[src/rtl/mips_state_loader_if.sv]
// Loader bus bundle: boot word stream in, register-file and data-memory write ports out.
// master = loader side, slave = stream source / memory side.
// Widths follow the register-file and data-memory address sizes.
interface mips_state_loader_if #(
  parameter int REG_AW  = 5,
  parameter int DMEM_AW = 5
);
  logic               s_valid;
  logic               s_ready;
  logic [31:0]        s_data;
  logic               s_last;
  logic               reg_we;
  logic [REG_AW-1:0]  reg_addr;
  logic [31:0]        reg_wdata;
  logic               dmem_we;
  logic [DMEM_AW-1:0] dmem_addr;
  logic [7:0]         dmem_wdata;

  modport master (
    input  s_valid, s_data, s_last,
    output s_ready, reg_we, reg_addr, reg_wdata, dmem_we, dmem_addr, dmem_wdata
  );

  modport slave (
    output s_valid, s_data, s_last,
    input  s_ready, reg_we, reg_addr, reg_wdata, dmem_we, dmem_addr, dmem_wdata
  );
endinterface

[src/rtl/mips_state_loader.sv]
// Boot initialiser: zeroes the register file and data memory, then streams words into memory.
// Latency: s_ready rises 1+REG_COUNT+DMEM_BYTES cycles after start; one word per 5 cycles.
// Backpressure: s_ready is high only in LOAD_WAIT and is a pure function of state.
module mips_state_loader #(
  parameter int REG_COUNT  = 32,
  parameter int REG_AW     = 5,
  parameter int DMEM_BYTES = 32,
  parameter int DMEM_AW    = 5
) (
  input  logic                 clk,
  input  logic                 rst,
  input  logic                 start,
  mips_state_loader_if.master  bus,
  output logic                 cpu_hold,
  output logic                 done,
  output logic                 overflow,
  output logic [DMEM_AW-2:0]   word_count
);

  localparam int WORDS = DMEM_BYTES / 4;
  localparam int CW    = (REG_AW > DMEM_AW) ? REG_AW : DMEM_AW;
  localparam int WCW   = DMEM_AW - 1;

  typedef enum logic [2:0] {
    IDLE, CLR_REG, CLR_MEM, LOAD_WAIT, LOAD_WR, DONE
  } state_t;

  state_t      state, state_nxt;
  logic [CW-1:0] cnt;       // register index, byte address, or byte lane in LOAD_WR
  logic [31:0] word_q;
  logic        last_q;
  logic        hs;
  logic        full;
  logic        reg_end;
  logic        mem_end;
  logic        lane_end;

  assign hs       = bus.s_valid & bus.s_ready;
  assign full     = (word_count == WCW'(WORDS));
  assign reg_end  = (cnt == CW'(REG_COUNT - 1));
  assign mem_end  = (cnt == CW'(DMEM_BYTES - 1));
  assign lane_end = (cnt[1:0] == 2'd3);

  // State register; reset drops straight to IDLE, abandoning any write in flight.
  always_ff @(posedge clk or posedge rst) begin
    if (rst) state <= IDLE;
    else     state <= state_nxt;
  end

  // Next-state sequencing: clear regs, clear memory, then alternate accept/write.
  always_comb begin
    state_nxt = state;
    case (state)
      IDLE:      if (start) state_nxt = CLR_REG;
      CLR_REG:   if (reg_end) state_nxt = CLR_MEM;
      CLR_MEM:   if (mem_end) state_nxt = LOAD_WAIT;
      LOAD_WAIT: begin
        if (hs) begin
          if (!full)            state_nxt = LOAD_WR;
          else if (bus.s_last)  state_nxt = DONE;
        end
      end
      LOAD_WR:   if (lane_end) state_nxt = last_q ? DONE : LOAD_WAIT;
      DONE:      state_nxt = IDLE;
      default:   state_nxt = IDLE;
    endcase
  end

  // Outputs decoded from state only, so reset clears them without waiting for a clock.
  always_comb begin
    bus.s_ready    = 1'b0;
    bus.reg_we     = 1'b0;
    bus.reg_addr   = '0;
    bus.reg_wdata  = '0;
    bus.dmem_we    = 1'b0;
    bus.dmem_addr  = '0;
    bus.dmem_wdata = '0;
    cpu_hold       = (state != IDLE);
    done           = 1'b0;
    case (state)
      CLR_REG: begin
        bus.reg_we   = 1'b1;
        bus.reg_addr = cnt[REG_AW-1:0];
      end
      CLR_MEM: begin
        bus.dmem_we   = 1'b1;
        bus.dmem_addr = cnt[DMEM_AW-1:0];
      end
      LOAD_WAIT: bus.s_ready = 1'b1;
      LOAD_WR: begin
        bus.dmem_we    = 1'b1;
        // Little-endian: lane b of the word lands at word_count*4 + b.
        bus.dmem_addr  = {word_count[DMEM_AW-3:0], cnt[1:0]};
        bus.dmem_wdata = word_q[{cnt[1:0], 3'b000} +: 8];
      end
      DONE:    done = 1'b1;
      default: ;
    endcase
  end

  // Datapath: shared counter, latched stream word, word count and sticky overflow.
  always_ff @(posedge clk or posedge rst) begin
    if (rst) begin
      cnt        <= '0;
      word_q     <= '0;
      last_q     <= 1'b0;
      overflow   <= 1'b0;
      word_count <= '0;
    end else begin
      case (state)
        IDLE: begin
          if (start) begin
            cnt        <= '0;
            overflow   <= 1'b0;
            word_count <= '0;
          end
        end
        CLR_REG: cnt <= reg_end ? '0 : cnt + 1'b1;
        CLR_MEM: cnt <= mem_end ? '0 : cnt + 1'b1;
        LOAD_WAIT: begin
          if (hs) begin
            if (!full) begin
              word_q <= bus.s_data;
              last_q <= bus.s_last;
              cnt    <= '0;
            end else begin
              // Memory already full: swallow the word, flag it, write nothing.
              overflow <= 1'b1;
            end
          end
        end
        LOAD_WR: begin
          if (lane_end) begin
            cnt        <= '0;
            word_count <= word_count + 1'b1;
          end else begin
            cnt <= cnt + 1'b1;
          end
        end
        default: ;
      endcase
    end
  end

endmodule
[src/flat_wrapper.sv]
// flat-port wrapper written by rule: the top's interface ports become plain ports
module mips_state_loader_flat 
#(
  parameter int REG_COUNT  = 32,
  parameter int REG_AW     = 5,
  parameter int DMEM_BYTES = 32,
  parameter int DMEM_AW    = 5
)
  (clk, rst, start, cpu_hold, done, overflow, word_count, bus_s_valid, bus_s_data, bus_s_last, bus_s_ready, bus_reg_we, bus_reg_addr, bus_reg_wdata, bus_dmem_we, bus_dmem_addr, bus_dmem_wdata);
  mips_state_loader_if #(.REG_AW(REG_AW), .DMEM_AW(DMEM_AW)) bus_i ();
  input  logic clk;
  input  logic rst;
  input  logic start;
  output logic cpu_hold;
  output logic done;
  output logic overflow;
  output logic [DMEM_AW-2:0] word_count;
  input wire logic [$bits(bus_i.s_valid)-1:0] bus_s_valid;
  input wire logic [$bits(bus_i.s_data)-1:0] bus_s_data;
  input wire logic [$bits(bus_i.s_last)-1:0] bus_s_last;
  output wire logic [$bits(bus_i.s_ready)-1:0] bus_s_ready;
  output wire logic [$bits(bus_i.reg_we)-1:0] bus_reg_we;
  output wire logic [$bits(bus_i.reg_addr)-1:0] bus_reg_addr;
  output wire logic [$bits(bus_i.reg_wdata)-1:0] bus_reg_wdata;
  output wire logic [$bits(bus_i.dmem_we)-1:0] bus_dmem_we;
  output wire logic [$bits(bus_i.dmem_addr)-1:0] bus_dmem_addr;
  output wire logic [$bits(bus_i.dmem_wdata)-1:0] bus_dmem_wdata;
  assign bus_i.s_valid = bus_s_valid;
  assign bus_i.s_data = bus_s_data;
  assign bus_i.s_last = bus_s_last;
  assign bus_s_ready = bus_i.s_ready;
  assign bus_reg_we = bus_i.reg_we;
  assign bus_reg_addr = bus_i.reg_addr;
  assign bus_reg_wdata = bus_i.reg_wdata;
  assign bus_dmem_we = bus_i.dmem_we;
  assign bus_dmem_addr = bus_i.dmem_addr;
  assign bus_dmem_wdata = bus_i.dmem_wdata;
  mips_state_loader #(.REG_COUNT(REG_COUNT), .REG_AW(REG_AW), .DMEM_BYTES(DMEM_BYTES), .DMEM_AW(DMEM_AW)) u_core (.clk(clk), .rst(rst), .start(start), .bus(bus_i), .cpu_hold(cpu_hold), .done(done), .overflow(overflow), .word_count(word_count));
endmodule
[config.mk]
export PLATFORM = sky130hd
export DESIGN_NAME = mips_state_loader_flat
export DESIGN_NICKNAME = d
export VERILOG_FILES = /design/src/rtl/mips_state_loader_if.sv /design/src/rtl/mips_state_loader.sv /design/src/flat_wrapper.sv
export SDC_FILE = /design/constraint.sdc
export NUM_CORES = 1
export LEC_CHECK = 0
export CAP_MARGIN = 10
export CORE_MARGIN = 4
export CORE_UTILIZATION = 35
export CTS_CLUSTER_SIZE = 8
export DETAILED_ROUTE_END_ITERATION = 8
export RECOVER_POWER = 100
export SETUP_SLACK_MARGIN = 0.3
export SYNTH_ARGS = -nofsm -noshare
export SYNTH_HDL_FRONTEND = slang
export SYNTH_SLANG_ARGS = --single-unit
[constraint.sdc]
create_clock -name clk -period 6.2 [get_ports clk]
set_input_delay 0.62 -clock clk [delete_from_list [all_inputs] [get_ports clk]]
set_output_delay 0.62 -clock clk [all_outputs]
set_load 0.02 [all_outputs]
## Yosys cells after proc, flatten, opt, wreduce, memory -nomap -nowiden

Index checks and enable logic that the tools add are counted.

| word-level totals | value |
|---|---|
| register bits | 46 |
| input port bits | 37 |
| output and inout port bits | 60 |
| logic and storage cells | 68 |

| operators by class | value |
|---|---|
| $add $sub $neg | 2 |
| equality and inequality tests | 16 |
| shifts and indexed selects | 1 |
| mux-type cells | 29 |
| bitwise gates (word level) | 2 |
| reductions and logical operators | 12 |

Operators by type and width:

| kind | count |
|---|---|
| variable part select 32 x 6 -> 8 bit | 1 |
| two-way mux 5 bit | 6 |
| two-way mux 3 bit | 8 |
| case mux 5 bit (4 select lines) | 1 |
| case mux 3 bit (5 select lines) | 1 |
| inequality test 2 x 1 -> 1 bit, second input constant | 5 |
| case mux 5 bit (2 select lines) | 1 |
| two-way mux 4 bit | 2 |
| two-way mux 8 bit | 1 |
| case mux 4 bit (2 select lines) | 1 |
| AND reduction 4 bit | 2 |
| two-way mux 1 bit | 7 |
| equality test 3 x 2 -> 1 bit, second input constant | 2 |
| equality test 3 bit, second input constant | 2 |
| AND reduction 3 bit | 2 |
| AND reduction 6 bit | 1 |
| adder 5 x 1 -> 5 bit, second input constant | 1 |
| equality test 5 bit, second input constant | 1 |
| adder 4 x 1 -> 4 bit, second input constant | 1 |
| equality test 4 bit, second input constant | 1 |
| inequality test 2 bit, second input constant | 2 |
| nonzero test 2 bit | 2 |
| nonzero test 4 bit | 1 |
| OR reduction 2 bit | 2 |
| other kinds (8) | 8 |

## Longest topological paths before layout

| logic depth | value |
|---|---|
| depth after elaboration | 5 |
| gate-level depth with buffers | 7 |
| mapped depth without buffers | 7 |

## Worst setup path before layout

OpenSTA, ideal clock, no wires.

| path | value |
|---|---|
| kind | register to output |
| start point | reg u_core.state[1] |
| end point | out bus_reg_addr[0] |
| arrival time | 1528 ps |
| data required time | 5580 ps |
| setup slack | 4052 ps |
| cell stages (with the launch flop) | 5 |
| path buffers | 1 |
| cell sequence | dfrtp_1 > buf_6 > nor2b_2 > nor2b_1 > and2_1 |

| on the way | value |
|---|---|
| longest elaborated chain between the ends | 2 |

RTL lines:

| what | line | text |
|---|---|---|
| start: declaration | mips_state_loader.sv:28 | `state_t state, state_nxt;` |
| start signal: assignment | mips_state_loader.sv:47 | `else state <= state_nxt;` |
| equality test 3 x 1 -> 1 bit | mips_state_loader.sv:80 | `case (state)` |
| two-way mux 5 bit | mips_state_loader.sv:80 |  |
| end: declaration | flat_wrapper.sv:23 | `output wire logic [$bits(bus_i.reg_addr)-1:0] bus_reg_addr;` |

Every way passes these cells.

## Worst setup path in the final report

| path | value |
|---|---|
| start point | reg u_core.state[2] |
| end point | out bus_dmem_wdata[6] |

| on the way | value |
|---|---|
| longest elaborated chain between the ends | 2 |

RTL lines:

| what | line | text |
|---|---|---|
| equality test 3 bit | mips_state_loader.sv:80 |  |
| two-way mux 8 bit | mips_state_loader.sv:80 |  |
| end: declaration | flat_wrapper.sv:27 | `output wire logic [$bits(bus_i.dmem_wdata)-1:0] bus_dmem_wdata;` |

Every way passes these cells.

==> impl_metrics.toml <==
[status]
violations = "capacitance limit, slew limit"
outcome = "finished with violations"

[cells_and_area]
synthToLayoutAreaGrowth_pct = 15.8
drive_gt1_share_pct = 7.56
multi_input_area_um2 = 1310
nFillCells = 779
diodes = 0
nNetsFinal = 333
final_util_pct = 42.6
regArea_um2 = 1150

[logic_synthesis]
yosys_warnings = 0
synth-seq-area-share_pct = 39.9
yosysTopAreaCellShare_pct = 39.9
yosys.area.top_type = "dfrtp_1"
synthCells = 232
synthArstFlopShare_pct = 100
synthTopCellsByCount = "dfrtp_1 (46), buf_4 (32), mux2_4 (30)"
yosys-top-cells-area = "dfrtp_1 (40%), mux2_4 (16%), buf_4 (8.3%)"
synth-edff-count = 0
ys_seq_elements = 46
synth_top_flop_cell = "dfrtp_1"
yosysMostFrequentCell = "dfrtp_1"
syn-cell-area_um2 = 2880
avgSynthCellArea_um2 = 12.4
yosysUniqueCellTypes = 49

[power_and_ir_drop]
power_frac_seq_pct = 43.6
combPwrFrac_pct = 42.6
p_sw_mw = 0.482
p_leak_nw = 1.49
p_per_area_nw_per_um2 = 386
p_int_mw = 0.809
vdd_drop_max_v = 0.000152
p_sw_share_pct = 37.3
p_clk_share_pct = 13.8

[critical_path]
cp_max_fo = 19
reg2reg_depth = 7
required_ns = 5.58
endpoint_kind = "output port"
start_kind = "register"
crit_type = "register to output port"
worstPathArrival_ns = 2.84

[clock_network]
insertion_delay_ns = 0.30
cts_hold_buf = 0
clk_path_buf_depth = 2
cts.sinks = 46
post-cts-setup-buffers = 0
clkTransAtPathRegs_ns = 0.09
htree_levels = 2
cts_tree = "yes"
cts_root_buffer = "clkbuf_8"
ctsResizeCount = 0
cts-buffers-inserted = 5

[floorplanning]
rows = 32
io_pins = 97
die_h_um = 98.8
start_util_pct = 36.7
dieArea_um2 = 9750
core_um2 = 7850
die-width_um = 98.8

[drt]
drtPass1Iterations = 4
finalWirelength_um = 6050
num_vias = 1846
ant_nets = 0
drc = 0
wl_per_cell_um = 15.4
vias_per_cell = 4.70
drt_iter0_drc = 67

[global_route]
globalRouteTotalUtil_pct = 12.9
grt_pass1_wl_um = 10100
gr-total-overflow = 0
grt_start_max_net_pins = 47
antenna_found_initial = 0
first_global_vias = 1925

[timing]
finalCritPeriodShare_pct = 55.8
finClkSkew_ns = 0.0121
max_freq_mhz = 289
drv_slew = 81
worstMarginPinSlew_ns = 1.77
totalNegativeSetupSlack_ns = 0
setup_ws_ns = 2.74
slew_headroom_pct = -17.9
fin_crit_ns = 3.46
rsz0062_at_grt = "no"
hold_viol = 0
setup_viol = 0

[placement]
gp_congestion = 0.793
place_ws_ns = 3.32
port_buffers = 64
post-dp-hpwl_um = 4480

[job]
cap_violations = 2

[hold_path]
whs_path_depth = 1
hp-class = "register to register"
## final timing paths
| path | start | to | slack (ns) |
|---|---|---|---|
| worst min register to register | u_core.word_q[21] | u_core.word_q[21] | 0.49 |
| max in group asynchronous | rst | u_core.word_q[23] | 3.85 |
| worst max-delay path | u_core.state[2] | bus_dmem_wdata[6] | 2.74 |
| worst min-delay path | u_core.word_q[21] | u_core.word_q[21] | 0.49 |
| worst max register to register | u_core.cnt[0] | u_core.state[1] | 3.17 |
| min in group asynchronous | rst | u_core.word_q[22] | 1.32 |
## registers in the layout, indices dropped and copies added (netlist names)
name               cells
u_core.word_q         32
u_core.state           3
u_core.word_count      4
u_core.overflow        1
u_core.cnt             5
u_core.last_q          1
## cell usage in the layout (no fill, tap or decap), types with 3 or more instances in the layout
master and count:
dfrtp_1 46, clkdlybuf4s50_1 37, conb_1 32, mux2_1 31
dlygate4sd3_1 27, and2_1 16, nor2_1 9, mux4_2 8
nand2_1 7, nand3_1 6, inv_1 6, nor2b_1 5
ha_1 5, clkbuf_8 5, a21oi_1 4, a22oi_1 4
nor3_1 3, o21ai_0 3, a211o_1 3, and3_1 3
mux2_4 3
## cell type report
type                            count  area share, %
Clock inverter                      1          0.225
Tap cell                          102           3.82
Sequential cell                    46           34.5
Timing Repair Buffer               65           19.3
Multi-Input combinational cell    166           39.2
Clock buffer                        6           2.17
Inverter                            7          0.787
## power by group through the flow
stage               Sequential, mW  Combinational (mW)  Clock (mW)
floorplan                    0.496               0.625           0
global placement             0.575               0.672           0
detailed placement           0.578               0.678           0
CTS                          0.574               0.682       0.183
global route                 0.589               0.610       0.197
finish                       0.563               0.550       0.178
## critical path: stages (launching register included)
cell and delay, ns:
dfrtp_1 0.71, nor3b_1 0.51, clkbuf_1 0.43, and2_1 0.21, dlygate4sd3_1 0.68
## through the flow
stage	hold slack [ns]	std cells	total power, mW	cell area, um^2
2_1_floorplan	0.453	263	1.12	3000
3_3_place_gp	0.468	386	1.25	3410
3_5_place_dp	0.482	386	1.26	3410
4_1_cts	0.502	393	1.44	3490
5_1_grt	0.514	393	1.40	3340
6_report	0.488	393	1.29	3340
## kinds of logic after synthesis
| kind of cell | after synthesis | share of synthesized area, % |
|---|---|---|
| flip-flops | 46 | 39.9 |
| AND/OR/NAND/NOR | 57 | 12.2 |
| other | 1 | 0.130 |
| adder cells (fa/ha/maj) | 5 | 2.17 |
| AO/OA/AOI/OAI | 26 | 7.16 |
| buffers and inverters | 51 | 13.7 |
| XOR/XNOR | 3 | 0.912 |
| multiplexers | 43 | 23.8 |
## per-layer routing
metal | routed length [um] | up-vias | global-route usage (%)
met1 | 2920 | 908 | 18.9
met2 | 2720 | 65 | 19.7
met4 | 53 | 0 | 3.15
li1 | - | 868 | -
met3 | 349 | 5 | 2.48
met5 | 0 | - | 0
Note: power is estimated with default switching activity, not from simulation.
